[config.mk]
export PLATFORM = sky130hd
export DESIGN_NAME = ram_write_arbiter
export DESIGN_NICKNAME = d
export VERILOG_FILES = /design/src/rtl/ram_write_arbiter.sv
export SDC_FILE = /design/constraint.sdc
export NUM_CORES = 1
export LEC_CHECK = 0
export CORE_UTILIZATION = 37
export CTS_CLUSTER_SIZE = 16
export DETAILED_ROUTE_END_ITERATION = 10
export PLACE_DENSITY = 0.76
export REMOVE_ABC_BUFFERS = 1
export SYNTH_ARGS = -nofsm -noshare
export SYNTH_HDL_FRONTEND = slang
export SYNTH_SLANG_ARGS = --single-unit
export TNS_END_PERCENT = 30
[constraint.sdc]
create_clock -name CLK -period 6.08 [get_ports CLK]
set_input_delay 1.216 -clock CLK [delete_from_list [all_inputs] [get_ports CLK]]
set_output_delay 1.216 -clock CLK [all_outputs]
set_load 0.01 [all_outputs]
[src/rtl/ram_write_arbiter.sv]
// Round-robin arbiter for the single RAM write port, with registered write outputs.
// Define RAM_ARB_BURST_LOCK_EN to let a requester hold the port until its last beat.
module ram_write_arbiter #(
  parameter int NUM_REQ       = 3,
  parameter int ADDRESS_WIDTH = 13,
  parameter int DATA_WIDTH    = 64,
  parameter int DEPTH         = 16
) (
  input  logic                            CLK,
  input  logic                            RST,
  input  logic [NUM_REQ-1:0]              req,
  input  logic [NUM_REQ-1:0]              last,
  input  logic [NUM_REQ*ADDRESS_WIDTH-1:0] addr_in,
  input  logic [NUM_REQ*DATA_WIDTH-1:0]   data_in,
  output logic [NUM_REQ-1:0]              gnt,
  output logic                            WR_Enable,
  output logic [ADDRESS_WIDTH-1:0]        address_WR,
  output logic [DATA_WIDTH-1:0]           dataIn,
  output logic [2:0]                      owner,
  output logic                            locked,
  output logic                            err_oob
);

`ifdef RAM_ARB_BURST_LOCK_EN
  localparam logic LOCK_EN = 1'b1;
`else
  localparam logic LOCK_EN = 1'b0;
`endif

  localparam logic [ADDRESS_WIDTH:0] DEPTH_W = (ADDRESS_WIDTH+1)'(DEPTH);

  typedef enum logic {IDLE, LOCKED} state_t;

  state_t                   state;
  logic [2:0]               rr_ptr;
  logic [2:0]               win;
  logic                     win_valid;
  logic                     win_last;
  logic [ADDRESS_WIDTH-1:0] win_addr;
  logic [DATA_WIDTH-1:0]    win_data;

  always_comb begin
    win       = '0;
    win_valid = 1'b0;
    if (RST) begin
      if (state == LOCKED) begin
        for (int i = 0; i < NUM_REQ; i++)
          if (req[i] && 3'(i) == owner) begin
            win       = 3'(i);
            win_valid = 1'b1;
          end
      end else begin
        // Descending offsets so the requester closest to rr_ptr is written last and wins.
        for (int k = NUM_REQ-1; k >= 0; k--)
          for (int i = 0; i < NUM_REQ; i++)
            if (req[i] && i == (int'(rr_ptr) + k) % NUM_REQ) begin
              win       = 3'(i);
              win_valid = 1'b1;
            end
      end
    end
  end

  always_comb begin
    gnt      = '0;
    win_last = 1'b0;
    win_addr = '0;
    win_data = '0;
    for (int i = 0; i < NUM_REQ; i++)
      if (win_valid && 3'(i) == win) begin
        gnt[i]   = 1'b1;
        win_last = last[i] | ~LOCK_EN;
        win_addr = addr_in[i*ADDRESS_WIDTH +: ADDRESS_WIDTH];
        win_data = data_in[i*DATA_WIDTH +: DATA_WIDTH];
      end
  end

  always_ff @(posedge CLK) begin
    if (!RST) begin
      state      <= IDLE;
      rr_ptr     <= '0;
      owner      <= '0;
      locked     <= 1'b0;
      WR_Enable  <= 1'b0;
      address_WR <= '0;
      dataIn     <= '0;
      err_oob    <= 1'b0;
    end else begin
      WR_Enable <= 1'b0;
      if (win_valid) begin
        owner <= win;
        if ({1'b0, win_addr} < DEPTH_W) begin
          WR_Enable  <= 1'b1;
          address_WR <= win_addr;
          dataIn     <= win_data;
        end else begin
          err_oob <= 1'b1;
        end
        if (win_last) begin
          state  <= IDLE;
          locked <= 1'b0;
          rr_ptr <= (win == 3'(NUM_REQ-1)) ? 3'd0 : win + 3'd1;
        end else begin
          state  <= LOCKED;
          locked <= 1'b1;
        end
      end
    end
  end

endmodule

==> results of run 1 <==
layout make-up:
| cell class | instances | area [sq um] |
|---|---|---|
| Multi-Input combinational cell | 497 | 3890 |
| Tap cell | 216 | 270 |
| Antenna cell | 5 | 12.5 |
| Fill cell | 1389 | 6080 |
| Timing Repair Buffer | 345 | 3440 |
| Clock inverter | 6 | 87.6 |
| Clock buffer | 10 | 229 |
| Sequential cell | 85 | 1700 |
| Inverter | 90 | 338 |
sequential cells by signal, indices dropped and copies added (netlist names):
name	cells
WR_Enable	1
rr_ptr	3
address_WR	13
state	1
err_oob	1
dataIn	64
owner	2
Yosys cell counts (all sizes together) (4+ instances only):
| cell | number | share of area |
|---|---|---|
| o21ai | 10 | 0.0081 |
| o2111ai | 4 | 0.0057 |
| a221oi | 137 | 0.21 |
| nand4 | 5 | 0.0051 |
| and3 | 79 | 0.080 |
| nor4b | 4 | 0.0057 |
| a21oi | 17 | 0.014 |
| clkbuf | 57 | 0.035 |
| a31oi | 4 | 0.0041 |
| nor4 | 4 | 0.0041 |
| a21boi | 4 | 0.0049 |
| o21a | 5 | 0.0061 |
| o211ai | 6 | 0.0073 |
| ha | 19 | 0.039 |
| dfxtp | 85 | 0.28 |
| a21o | 8 | 0.0098 |
| nand3 | 12 | 0.0098 |
| nand2 | 14 | 0.0090 |
| nor3 | 8 | 0.0065 |
| or2 | 71 | 0.072 |
| a211oi | 6 | 0.0090 |
| o311ai | 4 | 0.0069 |
| inv | 90 | 0.055 |
| o211a | 5 | 0.0081 |
| nand2b | 9 | 0.0092 |
| nor2 | 20 | 0.012 |
| buf | 17 | 0.019 |
cell families after synthesis:
group                    after synthesis  synth area share
buffers and inverters                164             0.109
other                                  1          0.000610
multiplexers                           1           0.00183
XOR/XNOR                               4           0.00692
flip-flops                            85             0.277
adder cells (fa/ha/maj)               19            0.0387
AO/OA/AOI/OAI                        231             0.333
AND/OR/NAND/NOR                      241             0.233
routing by layer:
metal  up-vias  routed length [um]  track usage
met2       250               12400        0.481
met1      3301                9410        0.319
met4         2                 712        0.105
met5         -                  13            0
met3        40                2250        0.102
li1       3400                   -            -
worst min-delay path, stage by stage (launching register included):
cell,delay [ps]
dfxtp_1,310
inv_1,60
a221oi_2,50
metrics by stage:
| step | hold WS [ps] | worst slack (ps) | power [mW] |
|---|---|---|---|
| floorplan | 487 | -2350 | 2.48 |
| detailed placement | 451 | 415 | 3.73 |
| global placement | 447 | 455 | 3.71 |
| global route | 474 | 4.77 | 4.71 |
| CTS | 460 | 48.5 | 4.33 |
| finish | 459 | 186 | 4.43 |
how the worst min path moves through the flow:
stage	end	slack [ps]
after floorplan	dataIn[33]	490
after global placement	dataIn[47]	450
after detailed placement	dataIn[33]	450
after CTS	dataIn[33]	460
after global routing	dataIn[33]	470
final	dataIn[44]	460
power groups by stage:
| stage | clock (mW) | sequential [mW] | combinational [mW] |
|---|---|---|---|
| after floorplan | 0 | 0.891 | 1.59 |
| after global placement | 0 | 0.804 | 2.90 |
| after detailed placement | 0 | 0.810 | 2.92 |
| after CTS | 0.594 | 0.800 | 2.93 |
| after global routing | 0.624 | 0.819 | 3.27 |
| final | 0.586 | 0.802 | 3.04 |
what timing repair did:
| action | in CTS | in global routing |
|---|---|---|
| endpoints found under the setup margin | 0 | 2 |
| resized for setup | 0 | 16 |
| buffers inserted | 0 | 2 |
==> run_results.csv, run 1 <==
group,metric,value,unit
pwr,p_sw,2.06,mW
cells_and_area,fin_area,0.00998,sq mm
worst_setup_path,r2r_start,"rr_ptr[0]",
pwr,pwr-share-clk,0.132,
timing,grt_setup_unrepaired,"false",
cts,root_buffer,"clkbuf_16",
timing,fmax,170,MHz
logic_synthesis,async_flop_share,0,
cells_and_area,fin_cells,1254,
die,start_util,0.383,
logic_synthesis,ys.flop_type,"dfxtp_1",
drt,route.detailed.drc,0,
cells_and_area,final_common_cell,"clkdlybuf4s50_1",
drt,drtPass1Iterations,4,
drt,vias,6993,
logic_synthesis,ys_seq_area_frac,0.277,
cts,clk_latency,330,ps
timing,worst_pin_slew,993,ps
logic_synthesis,netlist_area,0.00615,sq mm
die,core-area,0.0161,sq mm
drt,drt_iter0_drc,510,
cts,clkSinkCount,85,
worst_setup_path,cp_slowest_stage_delay,550,ps
pwr,p_sw_frac,0.465,
pwr,p_per_area,444,mW/mm^2
logic_synthesis,avgSynthCellArea,8.24,sq um
global_routing,grt_pass1_wl,36.6,mm
die,rows,46,
cells_and_area,drive_gt1_frac,0.153,
die,die_w,131,um
timing,setup_violations,0,
logic_synthesis,ys_ff_latch,85,
worst_setup_path,cp.required,4860,ps
die,die-area,0.0171,sq mm
global_routing,grt_pass1_vias,6761,
logic_synthesis,ys_warn_count,0,
timing,fin_crit,5890,ps
timing,relSlewSlack,0.338,
place,gp_congestion,0.883,
cells_and_area,final_net_count,1286,
drt,via_per_inst,5.58,
worst_setup_path,cp.depth,20,
place,io_buffers,320,
worst_setup_path,cp_slowest_cell,"clkdlybuf4s50_1",
logic_synthesis,synth_edf_count,0,
global_routing,track_usage,0.281,
worst_setup_path,crit_chain,"ha_2 -> xnor2_1 -> nor2_1 -> ha_1 -> ha_1 -> nor2_1 -> o21ai_0 -> o2111ai_2 -> inv_1 -> ha_2 -> a21o_1 -> a31oi_2 -> and2_1 -> a21oi_1 -> or2_1 -> o311ai_4 -> a311oi_2 -> or2_4 -> inv_2 -> clkdlybuf4s50_1",
logic_synthesis,synthCells,746,
worst_setup_path,path_buf_inv,3,
worst_hold_path,hold_start,"dataIn[44]",
cts,h-tree-depth,3,
timing,fin_tns_setup,0,ps
drt,wl,24.7,mm
worst_hold_path,hold_path_class,"flip-flop to flip-flop",
die,io_pins,325,
flow_run,maxCapViolCount,0,
place,hpwl,17.6,mm
global_routing,grt_max_degree,75,
cts,cts_tree,"yes",
worst_setup_path,r2r_slack,640,ps
cts,holdBufCountCts,0,
cells_and_area,utilization,0.621,
pwr,combPwrFrac,0.686,
run_status,status,"finished, final reports clean",
worst_hold_path,min_path_cells,2,
place,post_dp_cell_area,0.00955,sq mm
timing,finalCritPeriodShare,0.969,
worst_setup_path,cp_top_family,"compound AO/OA/AOI/OAI gates",
worst_setup_path,endpoint,"gnt[2]",
worst_setup_path,cp_data_arrival_time,4680,ps
cts,cts_inserted_buffers,9,
drt,wl_per_cell,19.7,um
cells_and_area,syn_to_final_growth,62.2,%
worst_setup_path,crit_path_start_kind,"flip-flop",
die,dieHeight,131,um
logic_synthesis,ys_types,67,
global_routing,gr-total-overflow,0,
drt,drtAntennaViolNets,0,
worst_setup_path,crit_start,"rr_ptr[0]",
timing,hold_viol_final,0,
pwr,seqPwrFrac,0.181,
cells_and_area,final_cell_mix,"clkdlybuf4s50_1 (319), a221oi_1 (118), inv_1 (87), dfxtp_1 (85), and3_1 (79)",
worst_setup_path,setup.worst_path.class,"flip-flop to output port",
pwr,ir_drop,0.437,mV
cts,cts.clk_slew.worst_paths,60,ps
worst_setup_path,r2r_end,"dataIn[13]",
timing,drv_slew,0,
timing,finalClockSkew,6.49,ps
worst_setup_path,crit_path_end_kind,"output port",
pwr,intPower,2.37,mW
worst_setup_path,reg2regPathDepth,23,
global_routing,antenna_found_initial,7,
place,place_inst,1231,
cts,cts_buffer_depth,2,
pwr,p_leak,3.75,nW
worst_setup_path,critPathMaxFanout,5,
Note: power is estimated with default switching activity, not from simulation.
==> run 2, diff against run 1 <==
Settings changed: REMOVE_ABC_BUFFERS 1 to unset.
==> run 2 against run 1 <==
Against the previous run: first-iteration DRC count is 7.1% lower; combinational power fell by 3%; largest power group unchanged; register-to-register slack got worse by 20 ps.
==> run_results.csv, run 2 (synthesis gave the netlist of run 1 again) <==
group,metric,value,unit
run_status,status,"finished, final reports clean",
place,gp_congestion,0.921,
drt,wl_met3,1.94,mm
drt,drt_iter0_drc,474,
cts,cts_setup_buffers,0,
timing,fmax,166,MHz
timing,hold_ws,461,ps
drt,drtAntennaViolNets,0,
global_routing,gr-total-overflow,0,
flow_run,maxCapViolCount,0,
place,place_inst,1228,
pwr,combPwrFrac,0.676,
global_routing,antenna_found_initial,0,
worst_hold_path,hold_path_class,"flip-flop to flip-flop",
worst_hold_path,hold_start,"dataIn[49]",
cts,root_buffer,"clkbuf_16",
cells_and_area,final_net_count,1281,
die,start_util,0.383,
cells_and_area,largest_reg_flops,64,
place,place_ws,229,ps
cts,cts.clk_slew.worst_paths,70,ps
cells_and_area,drive_gt1_frac,0.150,
global_routing,track_usage,0.275,
cells_and_area,syn_to_final_growth,61.0,%
cells_and_area,fin_cells,1245,
global_routing,grt_pass1_wl,35.6,mm
timing,setup_violations,0,
die,die_w,131,um
die,dieHeight,131,um
cts,holdBufCountCts,0,
die,rows,46,
place,post_dp_cell_area,0.00949,sq mm
die,die-area,0.0171,sq mm
drt,wl,24.6,mm
cts,clk_latency,360,ps
cts,h-tree-depth,3,
timing,hold_viol_final,0,
pwr,seqPwrFrac,0.184,
timing,grt_setup_unrepaired,"true",
cells_and_area,fin_area,0.00990,sq mm
timing,relSlewSlack,0.320,
timing,worst_pin_slew,1020,ps
cells_and_area,reg_top3,"dataIn (64), address_WR (13), rr_ptr (3)",
cts,cts_buffer_depth,2,
die,io_pins,325,
place,io_buffers,320,
drt,wl_met1,9.85,mm
pwr,p_leak,3.71,nW
die,core-area,0.0161,sq mm
pwr,p_per_area,442,mW/mm^2
drt,top_layer_used,"met4",
cells_and_area,final_common_cell,"clkdlybuf4s50_1",
pwr,pwr-share-clk,0.140,
drt,vias,7062,
drt,via_per_inst,5.67,
global_routing,grt_pass1_vias,6538,
worst_setup_path,critPathMaxFanout,5,
timing,setup_ws,72.2,ps
pwr,ir_drop,0.374,mV
pwr,finalPower,4.38,mW
worst_setup_path,cp_data_arrival_time,4790,ps
drt,route.detailed.drc,0,
cts,cts_tree,"yes",
worst_setup_path,cp.required,4860,ps
drt,drtPass1Iterations,5,
drt,routed-wl-met2,12.5,mm
timing,finalCritPeriodShare,0.988,
timing,finalClockSkew,12.5,ps
global_routing,grt_max_degree,75,
drt,wl_per_cell,19.8,um
worst_setup_path,crit_path_end_kind,"output port",
pwr,p_sw,2.05,mW
timing,drv_slew,0,
cts,cts_inserted_buffers,9,
cells_and_area,final_cell_mix,"clkdlybuf4s50_1 (319), a221oi_1 (118), inv_1 (87), dfxtp_1 (84), and3_1 (79)",
cells_and_area,final.fill_count,1428,
place,hpwl,17.5,mm
worst_setup_path,crit_path_start_kind,"flip-flop",
worst_setup_path,setup.worst_path.class,"flip-flop to output port",
timing,fin_crit,6010,ps
cells_and_area,top_register,"dataIn",
cts,clkSinkCount,85,
pwr,intPower,2.33,mW
pwr,p_sw_frac,0.468,
logic_synthesis,synth_nets,1004,
worst_setup_path,r2r_start,"rr_ptr[1]",
worst_setup_path,crit_start,"rr_ptr[1]",
-- run 2: timing repair --
| action | in CTS | in global routing |
|---|---|---|
| gates cloned | 0 | 0 |
| endpoints found under the setup margin | 2 | 2 |
| resized for setup | 3 | 14 |
-- run 2: final timing paths --
kind / to / slack [ps] / depth (start not counted)
hold / removal: dataIn[49] / 460 / 2
setup reg to reg: dataIn[32] / 620 / 23
hold reg to reg: dataIn[49] / 460 / 2
setup / recovery: gnt[0] / 70 / 16
-- run 2: area by class of cell --
type                    count  area (sq um)  area share
diodes                      1          2.50    0.000253
clock buffers              10           229      0.0231
clock inverters             6          93.8     0.00948
inverters                  90           338      0.0341
multi-input cells         497          3900       0.394
flip-flops and latches     85          1700       0.172
well taps                 216           270      0.0273
repair buffers            340          3370       0.340
-- run 2: worst max-delay path, cell delays in order, from the launching register on --
cell and delay (ps):
dfxtp_2 380, inv_1 120, ha_1 360, or3b_1 440, a211oi_2 340, inv_1 90
ha_1 250, ha_1 250, o2111a_1 220, nor2_1 240, o311a_1 200, a21oi_1 130
a311o_2 410, nand2_2 120, o21a_2 150, and2_1 170, clkdlybuf4s50_1 570
-- run 2: power by group through the flow --
stage	clock, mW	sequential (mW)	combinational [mW]
3_3_place_gp	0	0.806	2.82
5_1_grt	0.644	0.822	3.16
3_5_place_dp	0	0.813	2.85
6_report	0.612	0.804	2.96
4_1_cts	0.625	0.803	2.86
2_1_floorplan	0	0.875	1.76
-- run 2: through the flow --
step / util / TNS [ps]
global route: 0.617 / -99.0
floorplan: - / 0
global placement: 0.591 / 0
CTS: 0.612 / 0
finish: 0.617 / 0
detailed placement: 0.591 / 0
-- run 2: metal layers --
layer,vias up,global-route usage
met5,-,0
met4,0,0.0744
met2,280,0.476
li1,3383,-
met1,3373,0.326
met3,26,0.0892
==> variant 1: new RTL, config.mk and constraints of run 1 <==
Build with the macro `RAM_ARB_BURST_LOCK_EN` defined.
--- a/src/rtl/ram_write_arbiter.sv
+++ b/src/rtl/ram_write_arbiter.sv
@@ -1,5 +1,7 @@
 // Round-robin arbiter for the single RAM write port, with registered write outputs.
 // Define RAM_ARB_BURST_LOCK_EN to let a requester hold the port until its last beat.
+`define RAM_ARB_BURST_LOCK_EN
+
 module ram_write_arbiter #(
   parameter int NUM_REQ       = 3,
   parameter int ADDRESS_WIDTH = 13,
Formal check against the unedited RTL: not equivalent (Yosys sat finds a counterexample within 4 cycles, from zero or initial values and one cycle with RST low).
==> variant 1 against run 1 <==
Routed wire length down 9.3%; setup slack improved by 0.011 ns; power fell by 11%; sequential share of layout area up 0.63 points; synthesized area shrank 4.4%; clock skew rose by 0.0054 ns; design area is 3.2% lower; sequential cell count unchanged.
==> variant 1: results (changes against run 1) <==
| Metric | Value |
|---|---|
| Status | `completed (unchanged)` |
| Reg2reg end | `dataIn[35] (was dataIn[13])` |
| Netlist cell types | `72 (was 67)` |
| Primary FF master, synth | `dfxtp_1 (unchanged)` |
| Most common cell in the synthesized netlist | `nand2_1 (was a221oi_1)` |
| Critical Path AT | `4.67 ns (was 4.68 ns)` |
| Reg2reg path depth | `21 (was 23)` |
| Fraction of layout cells with a size suffix above 1 | `6.34% (was 15.3%)` |
| Critical Path Sink | `gnt[0] (was gnt[2])` |
| Pin count of the biggest net entering global routing | `103 (was 75)` |
| Nets | `1264 (was 1286)` |
| Yosys warns | `0 (unchanged)` |
| R2R Setup Slk | `0.62 ns (was 0.64 ns)` |
| Register area share after synthesis | `28.9% (was 27.7%)` |
| Top Registers | `dataIn: 64 flops, address_WR: 13 flops, rr_ptr: 3 flops (unchanged)` |
| Achievable Freq | `170 MHz (about the same)` |
| Clk Latency, worst-skew pair | `0.35 ns (was 0.33 ns)` |
| Input/output buffers | `323 (was 320)` |
| RePlAce Congestion | `0.907 (was 0.883)` |
| Initial antenna violation count | `3 (was 7)` |
| Num CTS Buffers | `9 (unchanged)` |
| Maximum VDD drop | `0.270 mV (was 0.437 mV)` |
| Commonest cells in the netlist | `nand2_1, dfxtp_1, and3_1, mux2i_1, o21ai_0 (was a221oi_1, inv_1, dfxtp_1, and3_1, or2_2)` |
| Setup TNS | `0 ns (unchanged)` |
| DR iter-0 viols | `423 (was 510)` |
| Synth Instances | `715 (was 746)` |
| Relative slew margins | `41.5% (was 33.8%)` |
| Ys async rst share | `0% (unchanged)` |
| Top cells by area, synth | `dfxtp_1, mux2i_1, a22o_1 (was dfxtp_1, a221oi_1, and3_1)` |
| Placed wire-length estimate | `16.9 mm (was 17.6 mm)` |
| H-tree Lvls | `3 (unchanged)` |
| CP max FO | `6 (was 5)` |
| First-pass GRT wire length | `33.6 mm (was 36.6 mm)` |
| Hold Crit Class | `flop to flop (unchanged)` |
| Clk root buf | `clkbuf_16 (unchanged)` |
| Global Route Usage Sum | `26.7% (was 28.1%)` |
| Place WS | `0.395 ns (was 0.415 ns)` |
| Internal Pwr Total | `2.35 mW (was 2.37 mW)` |
| Vias | `6478 (was 6993)` |
| DR WL/cell | `18.4 um (was 19.7 um)` |
| Total routed wirelength | `22.4 mm (was 24.7 mm)` |
| Worst setup path startpoint | `rr_ptr[0] (unchanged)` |
| DR pass1 iterations | `7 (was 4)` |
| Clock Tree Buf Depth | `2 (unchanged)` |
| Clk slew on worst S/H paths | `0.07 ns` |
| P_leak | `4.13 nW (was 3.75 nW)` |
| Placed insts | `1204 (was 1231)` |
| Vias in the first global route | `6105 (was 6761)` |
| Skew final | `0.0119 ns (was 0.00649 ns)` |
-- variant 1: cell count changes after synthesis, sizes merged, moves of 69 or more --
cell	change
or2	-70
o21ai	+69
a221oi	-136
nand2	+79
mux2i	+76
inv	-71
-- variant 1: per-layer routing --
metal  track usage, %  vias to the layer above  part of all wire [%]
met5                0                        -                 0.040
met4             9.69                        2                   2.8
met3             7.26                       39                   5.9
met2             46.1                      205                    50
met1             31.6                     3012                    42
li1                 -                     3220                     -
-- variant 1: cell families after synthesis --
group | Yosys count | share of synthesized area [%]
other cells | 1 | 0.0638
flops | 85 | 28.9
simple gates | 234 | 20.5
buf+inv | 82 | 6.07
xor+xnor | 6 | 1.15
fa+ha+maj | 19 | 4.04
mux | 76 | 12.9
compound gates | 212 | 26.3
-- variant 1: worst max-delay path: stages (launching register included) --
cell,delay (ns)
dfxtp_2,0.40
clkinv_1,0.11
ha_2,0.39
ha_1,0.22
ha_1,0.23
nand2_1,0.07
o31ai_1,0.08
a211oi_2,0.12
ha_1,0.28
or4_1,0.57
o311ai_2,0.14
and2_4,0.24
mux2i_1,0.23
o21ai_1,0.15
a21o_1,0.19
nand2_2,0.10
nand2_1,0.09
nor2_1,0.14
clkdlybuf4s50_1,0.56
-- variant 1: timing repair --
item | 4_1_cts | 5_1_grt
setup buffers | 0 | 2
setup endpoints to repair | 0 | 3
gates resized for setup | 0 | 14
-- variant 1: cell type report --
| class | count | area (um^2) |
|---|---|---|
| fillers | 1402 | 5720 |
| multi-input cells | 548 | 3880 |
| repair buffers | 342 | 3410 |
| flip-flops and latches | 85 | 1710 |
| well taps | 211 | 264 |
| clock buffers | 10 | 239 |
| clock inverters | 5 | 85.1 |
| inverters | 20 | 75.1 |
| diodes | 1 | 2.50 |
-- variant 1: through the flow --
step	area (um^2)	utilization, %
floorplan	5600	-
global placement	9270	60.3
detailed placement	9270	60.3
CTS	9590	62.4
global route	9660	62.8
finish	9660	62.8
-- variant 1: power by group through the flow --
| stage | sequential (mW) | clock (mW) | combinational [mW] |
|---|---|---|---|
| final | 0.859 | 0.611 | 2.48 |
| after global routing | 0.882 | 0.647 | 2.68 |
| after CTS | 0.854 | 0.625 | 2.46 |
| after detailed placement | 0.863 | 0 | 2.45 |
| after global placement | 0.856 | 0 | 2.43 |
| after floorplan | 0.953 | 0 | 1.40 |
-- variant 1: how the worst min path moves through the flow --
stage,startpoint,slack [ns],cells past startpoint,to
after floorplan,address_WR[0],0.48,2,address_WR[0]
final,dataIn[24],0.46,2,dataIn[24]
after global routing,dataIn[26],0.48,2,dataIn[26]
after detailed placement,dataIn[37],0.45,2,dataIn[37]
after CTS,dataIn[37],0.46,2,dataIn[37]
after global placement,dataIn[57],0.44,2,dataIn[57]
==> variant 2: new RTL, settings of run 1 <==
Made on the original files. Reset style: asynchronous (`RST`), changed in one clocked block.
--- a/src/rtl/ram_write_arbiter.sv
+++ b/src/rtl/ram_write_arbiter.sv
@@ -75,7 +75,7 @@
       end
   end
 
-  always_ff @(posedge CLK) begin
+  always_ff @(posedge CLK or negedge RST) begin
     if (!RST) begin
       state      <= IDLE;
       rr_ptr     <= '0;
Formal check against the unedited RTL: not equivalent (Yosys sat finds a counterexample within 4 cycles, from zero or initial values and one cycle with RST low; the reset may be asserted at any time).
==> variant 2 against run 1 <==
Sequential cell count unchanged; count of clock-buffer cells in the layout down 1; via count down 10%; register-to-register slack worse by 0.13 ns; setup slack better by 0.070 ns; final cell count down 8.5%; routed wire length down 13%; synthesized cell count down 15%; power up 23%; critical path depth down 2; design area down 3.7%; synthesized area down 5.1%; critical endpoint is now gnt[0]; largest power group unchanged; highest routed layer is now met4.
==> variant 2: results (changes against run 1) <==
| Metric | Value |
|---|---|
| RePlAce Congestion | `0.901 (was 0.883)` |
| Reg2reg path depth | `21 (was 23)` |
| Primary FF master, synth | `dfrtp_1 (was dfxtp_1)` |
| Skew final | `0.0127 ns (was 0.00649 ns)` |
| Status | `completed (unchanged)` |
| Ys async rst share | `100% (was 0%)` |
| DR WL/cell | `18.8 um (was 19.7 um)` |
| Adder-Cell Fraction of Synth Area | `4.07% (was 3.87%)` |
| Maximum VDD drop | `0.544 mV (was 0.437 mV)` |
| Tmin final | `5.82 ns (was 5.89 ns)` |
| Multiplexer share of the synthesized area | `15.1% (was 0.183%)` |
| Fraction of layout cells with a size suffix above 1 | `10.3% (was 15.3%)` |
| P_leak | `3.89 nW (was 3.75 nW)` |
| Sw Ratio | `46.0% (was 46.5%)` |
| Hold_ws | `0.488 ns (was 0.459 ns)` |
| Place WS | `0.560 ns (was 0.415 ns)` |
| Combinational Power | `4.03 mW (was 3.04 mW)` |
| Initial antenna violation count | `1 (was 7)` |
| Min-Delay Path Depth | `1 (was 2)` |
| Met3 wire length | `1.68 mm (was 2.25 mm)` |
| Hold EP | `dataIn[25] (was dataIn[44])` |
| Reg2reg end | `dataIn[58] (was dataIn[13])` |
| DR pass1 iterations | `5 (was 4)` |
| Relative slew margins | `35.0% (was 33.8%)` |
| Critical Path Sink | `gnt[0] (was gnt[2])` |
| Xor/xnor cell area share of the yosys netlist | `0.729% (was 0.692%)` |
| Pin count of the biggest net entering global routing | `79 (was 75)` |
| Clk Latency, worst-skew pair | `0.36 ns (was 0.33 ns)` |
## variant 2: changes by cell type in the layout (fill, tap and decap cells not counted), moves of 8 or more
cell	before	now
dfxtp_1	85	0
a221oi_2	19	1
mux2_1	0	31
and3_1	79	1
mux2_2	1	40
a21oi_1	15	82
a221oi_1	118	2
mux2i_1	0	8
or2_2	69	0
o21ai_0	10	74
o22ai_1	0	69
dfrtp_1	0	85
inv_1	87	13
## variant 2: area by class of cell
class                      instances  area (um^2)
multi-input combinational        474         3410
clock inverter                     7         86.3
clock buffer                       9          225
timing repair buffer             343         3420
antenna                            2         5.00
inverter                          16         60.1
fill                            1350         5710
tap                              211          264
sequential                        85         2130
## variant 2: worst max-delay path, delay by kind of cell (launching register included)
kind	cells	cell delay (ns)
AOI/OAI and AO/OA	8	1.62
adders and majority gates	4	0.99
buffers and inverters	2	0.70
DFF	1	0.42
and+or+nand+nor	3	0.29
xor gates and xnor gates	1	0.25
